--- config.mk ---
export PLATFORM = sky130hd
export DESIGN_NAME = seg7_scan_driver_flat
export DESIGN_NICKNAME = d
export VERILOG_FILES = /design/src/rtl/seg7_scan_driver_if.sv /design/src/rtl/seg7_scan_driver.sv /design/src/flat_wrapper.sv
export SDC_FILE = /design/constraint.sdc
export NUM_CORES = 1
export LEC_CHECK = 0
export ABC_AREA = 0
export CAP_MARGIN = 20
export CORE_UTILIZATION = 45
export CTS_CLUSTER_SIZE = 12
export DETAILED_ROUTE_END_ITERATION = 10
export GPL_TIMING_DRIVEN = 0
export HOLD_SLACK_MARGIN = 0.12
export PLACE_DENSITY = 0.74
export RECOVER_POWER = 25
export SYNTH_ARGS = -nofsm -noshare
export SYNTH_HDL_FRONTEND = slang
export SYNTH_SLANG_ARGS = --single-unit
--- constraint.sdc ---
create_clock -name clk -period 2.6 [get_ports clk]
set_input_delay 0.39 -clock clk [delete_from_list [all_inputs] [get_ports clk]]
set_output_delay 0.39 -clock clk [all_outputs]
set_load 0.05 [all_outputs]
--- src/rtl/seg7_scan_driver_if.sv ---
// Display-side bundle for seg7_scan_driver: the value and display controls in,
// the active-low anode/segment/decimal-point drive out.
interface seg7_scan_driver_if;
  logic [15:0] value;
  logic [3:0]  dp_in;
  logic        blank_lz;
  logic [3:0]  an;
  logic [6:0]  seg;
  logic        dp;

  // The source of the value (counter/bench) drives the inputs and watches the pins.
  modport master (
    output value, dp_in, blank_lz,
    input  an, seg, dp
  );

  // The scan driver reads the value and controls, and owns the display pins.
  modport slave (
    input  value, dp_in, blank_lz,
    output an, seg, dp
  );
endinterface

--- src/rtl/seg7_scan_driver.sv ---
// 4-digit common-anode hex display scanner. The value is snapshotted once per
// full scan, each slot starts with a guard time, and leading zeros can be blanked.
module seg7_scan_driver #(
  parameter int REFRESH_DIV  = 100000,
  parameter int GUARD_CYCLES = 64
) (
  input logic               clk,
  input logic               reset,
  seg7_scan_driver_if.slave bus
);

  localparam int PW = $clog2(REFRESH_DIV);
  localparam logic [PW-1:0] PRESC_MAX = PW'(REFRESH_DIV - 1);
  localparam logic [PW-1:0] GUARD_LIM = PW'(GUARD_CYCLES);

  logic [PW-1:0] r_presc;
  logic [1:0]    r_digit;
  logic [15:0]   r_snap;
  logic [3:0]    r_an;
  logic [6:0]    r_seg;
  logic          r_dp;

  logic          w_tick;
  logic          w_in_guard;
  logic          w_blank;
  logic [3:0]    w_nib;
  logic [3:0]    w_an;
  logic [6:0]    w_seg;
  logic          w_dp;

  function automatic logic [6:0] hex_to_seg(input logic [3:0] nib);
    logic [6:0] s;
    case (nib)
      4'h0: s = 7'b1000000;
      4'h1: s = 7'b1111001;
      4'h2: s = 7'b0100100;
      4'h3: s = 7'b0110000;
      4'h4: s = 7'b0011001;
      4'h5: s = 7'b0010010;
      4'h6: s = 7'b0000010;
      4'h7: s = 7'b1111000;
      4'h8: s = 7'b0000000;
      4'h9: s = 7'b0010000;
      4'hA: s = 7'b0001000;
      4'hB: s = 7'b0000011;
      4'hC: s = 7'b1000110;
      4'hD: s = 7'b0100001;
      4'hE: s = 7'b0000110;
      default: s = 7'b0001110;
    endcase
    return s;
  endfunction

  assign w_tick = (r_presc == PRESC_MAX);

  // With no guard time the comparison would be constant, so it is elided entirely.
  generate
    if (GUARD_CYCLES == 0) begin : g_no_guard
      assign w_in_guard = 1'b0;
    end else begin : g_guard
      assign w_in_guard = (r_presc < GUARD_LIM);
    end
  endgenerate

  always_comb begin
    w_nib   = 4'h0;
    w_blank = 1'b0;
    case (r_digit)
      2'd0: w_nib = r_snap[3:0];
      2'd1: begin
        w_nib   = r_snap[7:4];
        w_blank = bus.blank_lz && (r_snap[15:4] == 12'h000);
      end
      2'd2: begin
        w_nib   = r_snap[11:8];
        w_blank = bus.blank_lz && (r_snap[15:8] == 8'h00);
      end
      default: begin
        w_nib   = r_snap[15:12];
        w_blank = bus.blank_lz && (r_snap[15:12] == 4'h0);
      end
    endcase
  end

  // Segments keep decoding during the guard time; only the anodes are held off.
  always_comb begin
    w_an  = 4'b1111;
    w_seg = hex_to_seg(w_nib);
    w_dp  = ~bus.dp_in[r_digit];
    if (w_blank) begin
      w_seg = 7'b1111111;
      w_dp  = 1'b1;
    end else if (!w_in_guard) begin
      w_an = ~(4'b0001 << r_digit);
    end
  end

  always_ff @(posedge clk) begin
    if (reset) begin
      r_presc <= '0;
      r_digit <= 2'd0;
      r_snap  <= 16'h0000;
      r_an    <= 4'b1111;
      r_seg   <= 7'b1111111;
      r_dp    <= 1'b1;
    end else begin
      r_presc <= w_tick ? '0 : r_presc + 1'b1;
      if (w_tick) begin
        r_digit <= r_digit + 2'd1;
        if (r_digit == 2'd3) begin
          r_snap <= bus.value;
        end
      end
      r_an  <= w_an;
      r_seg <= w_seg;
      r_dp  <= w_dp;
    end
  end

  assign bus.an  = r_an;
  assign bus.seg = r_seg;
  assign bus.dp  = r_dp;

endmodule
--- src/flat_wrapper.sv ---
// flat-port wrapper written by rule: the top's interface ports become plain ports
module seg7_scan_driver_flat 
#(
  parameter int REFRESH_DIV  = 100000,
  parameter int GUARD_CYCLES = 64
)
  (clk, reset, bus_value, bus_dp_in, bus_blank_lz, bus_an, bus_seg, bus_dp);
  seg7_scan_driver_if bus_i ();
  input logic clk;
  input logic reset;
  input wire logic [$bits(bus_i.value)-1:0] bus_value;
  input wire logic [$bits(bus_i.dp_in)-1:0] bus_dp_in;
  input wire logic [$bits(bus_i.blank_lz)-1:0] bus_blank_lz;
  output wire logic [$bits(bus_i.an)-1:0] bus_an;
  output wire logic [$bits(bus_i.seg)-1:0] bus_seg;
  output wire logic [$bits(bus_i.dp)-1:0] bus_dp;
  assign bus_i.value = bus_value;
  assign bus_i.dp_in = bus_dp_in;
  assign bus_i.blank_lz = bus_blank_lz;
  assign bus_an = bus_i.an;
  assign bus_seg = bus_i.seg;
  assign bus_dp = bus_i.dp;
  seg7_scan_driver #(.REFRESH_DIV(REFRESH_DIV), .GUARD_CYCLES(GUARD_CYCLES)) u_core (.clk(clk), .reset(reset), .bus(bus_i));
endmodule
==> results of run 1 <==
-- cells in the mapped netlist, types with 2 or more instances --
cell type,n
a21oi_1,8
a222oi_1,3
and3_1,3
buf_2,2
clkbuf_1,4
dfxtp_1,47
ha_1,11
inv_1,14
mux2i_1,23
nand2_1,13
nand2b_1,4
nand3_1,9
nand4_1,5
nor2_1,40
nor2b_1,3
nor3_1,3
nor4_1,4
o211ai_1,2
o21ai_0,2
o221ai_1,4
or4_4,2
xnor2_1,11
xor2_1,5
-- layer usage --
metal  share of wire, %  routed length (um)  track usage (%)
met4                1.8                  80             7.84
met2                 50                2260             33.6
met1                 45                2040             21.4
met5                  0                   0                0
met3                3.6                 166             5.42
-- state kept, by name, summed over array words and instances, names as in the netlist --
signal,count
u_core.bus.an,4
u_core.r_snap,16
u_core.r_presc,17
u_core.bus.seg,7
u_core.r_digit,2
u_core.bus.dp,1
-- power breakdown --
group | internal (mW) | switching, mW
clock network | 0.242 | 0.244
logic | 0.0460 | 0.0441
registers | 0.728 | 0.00508
total | 1.02 | 0.293
-- area by class of cell --
cell class | instances | share of cell area [%]
Multi-Input combinational cell | 168 | 41.7
Inverter | 14 | 1.89
Timing Repair Buffer | 39 | 13.6
Clock inverter | 1 | 0.270
Sequential cell | 47 | 34.0
Buffer | 8 | 2.16
Clock buffer | 7 | 3.46
Tap cell | 67 | 3.01
-- repair_timing --
item / 4_1_cts / 5_1_grt
cloned: 0 / 0
setup buffers: 0 / 5
pin swaps: 0 / 1
setup endpoints to repair: 1 / 3
resized for setup: 4 / 4
-- worst max-delay path, stage by stage, from the launching register on --
cell	delay [ps]
dfxtp_4	390
inv_1	80
ha_1	280
a222oi_1	590
mux2i_1	400
nand2b_1	270
o22ai_1	190
o21ai_1	100
-- through the flow --
stage,hold slack [ps],power [mW],std cells,TNS [ps]
floorplan,441,0.793,238,0
global placement,461,0.844,339,-16.2
detailed placement,475,0.845,339,-90.9
CTS,496,1.33,346,0
global route,518,1.36,351,0
finish,493,1.31,351,0
-- worst max path at each step --
stage,depth (start not counted),endpoint,start,slack (ps)
after floorplan,10,u_core.bus.seg[3],u_core.r_digit[0],330
after global placement,10,u_core.bus.seg[3],u_core.r_digit[0],-20
after detailed placement,10,u_core.bus.seg[3],u_core.r_digit[1],-90
after CTS,11,u_core.bus.seg[3],u_core.r_digit[1],70
after global routing,11,u_core.bus.seg[3],u_core.r_digit[0],30
final,7,u_core.bus.seg[0],u_core.r_digit[0],140
-- kinds of logic after synthesis --
logic type | Yosys count | share of synthesized area (%)
simple gates | 91 | 20.0
flops | 47 | 42.5
compound gates | 26 | 8.30
mux | 24 | 11.4
buf+inv | 23 | 5.25
xor+xnor | 16 | 6.32
fa+ha+maj | 11 | 6.21
==> metrics list, run 1 <==
- Outcome: finished clean
* Antenna Nets Post-Route: 0
- Initial core utilization: 46.9%
* Setup WS pre-CTS: -90.9 ps
- Instance count along the most critical hold path: 1
* Final-layout fill cell count: 432
- The floorplan step defined a die boundary enclosing 0.00521 mm^2.
* CTS tree: yes
- Minimum clock period: 2460 ps
* Clock transition at the registers of the reported paths: 90 ps
* Leak Pwr: 1.13 nW
- Gr usage total: 19.0%
* Share of Yosys cell area claimed by the top area cell type: 42.5%
- Biggest area consumer among synthesized cells: dfxtp_1
- IO buf count: 34
- The worst setup path is launched from a register.
- Via count: 1787
- The tightest min-delay check is of the reg2reg type.
* Core region area: 0.00472 mm^2
- Number of antenna violations at the first check in global routing: 0
- The path with the worst hold slack has its endpoint at u_core.r_presc[0].
* Warnings from Yosys: 0
- Die height: 72.2 um
- Arrival @ worst endpoint: 2620 ps
- Number of hold buffers added after CTS: 0
- Setup violations remaining at the end of the flow were counted as 0.
- The multi-input combinational cells in the finished layout cover a total of 0.00116 mm^2.
- The worst hold path begins at u_core.r_presc[0].
- Final WL: 4550 um
- Critical-path maximum fanout: 10
- After synthesis the cells add up to 0.00222 mm^2.
- Distinct cells, synth: 39
- Final core utilization: 59.0%
- Tcrit/Tclk final: 94.7%
- Crit path capture type: register
- The number of global-route vias before repair was 1697.
- In the final design database the tool counted 317 nets.
* Average routed wire per standard cell: 13.0 um
- Number of detailed-route iterations in the first pass: 5
- In the post-route analysis, the smallest setup slack over all paths is 137 ps.
- Row cnt: 25
- In the final layout, flip-flops and latches occupy 946 um^2.
* Worst Reg-to-Reg Cells: 7
- Bufs on Longest Clock Path: 2
* Leading cell type in the layout, fill and taps excluded: dfxtp_1
- Based on the critical path, the design can be clocked at up to 0.406 GHz.
- Relative slew margins: 51.7%
* DR DRC count: 0
- Buffer cell driving the clock tree root: clkbuf_8
- Dividing total power by cell area gives a power density of 470 mW/mm^2.
* Design area: 0.00279 mm^2
- Proportion of synthesized chip area in sequential cells: 42.5%
* Synthesized net count: 272
- Type of the worst setup path: reg2reg
- The placed instances occupy a cell area of 0.00264 mm^2.
* Synth Register Bits: 47
* Cell count after synthesis: 238
* Maximum number of pins on one net before global-route repair: 15
* Number of maximum-capacitance violations: 0
* Reg-to-Reg End: u_core.bus.seg[0]
* Starting DRT DRC Count: 176
- Each instance of the synthesized netlist takes up on average 9.31 um^2.
- In the routed layout, each cell is associated on average with a via count of 5.09.
- Across the VDD grid, the largest voltage drop is 373 uV.
- In this run the count of I/O pins placed on the die edge is 35.
- Setup repair after global routing left no endpoint under its margin.
* Most used cells in the layout excluding fill and tap cells: dfxtp_1, nor2_1, clkdlybuf4s50_1, mux2i_1, inv_1
* Clk sinks: 47
- The floorplan step set the die width to 72.2 um.
- Flip-flop cell with the highest count after synthesis: dfxtp_1
- Slew @ Worst Pin: 724 ps
- Number of endpoints with negative hold slack in the final report: 0
- Required time worst endpoint: 2750 ps
- DP HPWL: 3320 um
- The final number of max-transition violations came to 0.
- Area Overhead vs Synth: 25.7%
- Number of enable-type register cells in the synthesized netlist: 0
- The startpoint identified for the worst register-to-register timing path is u_core.r_digit[0].
* Last weighted congestion value of the routability-driven placer: 0.834
- For flop-to-flop paths, the worst setup slack is 140 ps.
- Worst-case clock skew: 12.6 ps
- Of all flip-flops after synthesis, the portion carrying an async set or reset was 0%.
- Global routing finished with a remaining overflow of 0.
- Synth area leaders: dfxtp_1, mux2i_1, nor2_1, ha_1, xnor2_1
* Layout cell share with drive strength beyond 1: 9.51%
- The number of antenna diodes in the final layout is 0.
- H-tree levels: 2
* Wire length of the first global-routing pass: 7540 um
- The number of clock buffers added by TritonCTS is 5.
- Worst-skew pair later-pin latency: 310 ps
(Power assumes the default switching activity.)
==> run 2: changes to the inputs <==
CAP_MARGIN = default   (was 20)
SETUP_SLACK_MARGIN = 0.02   (was default)
==> results of run 2 <==
Same layout as run 1: the final DEF is identical, and so are final timing and power.
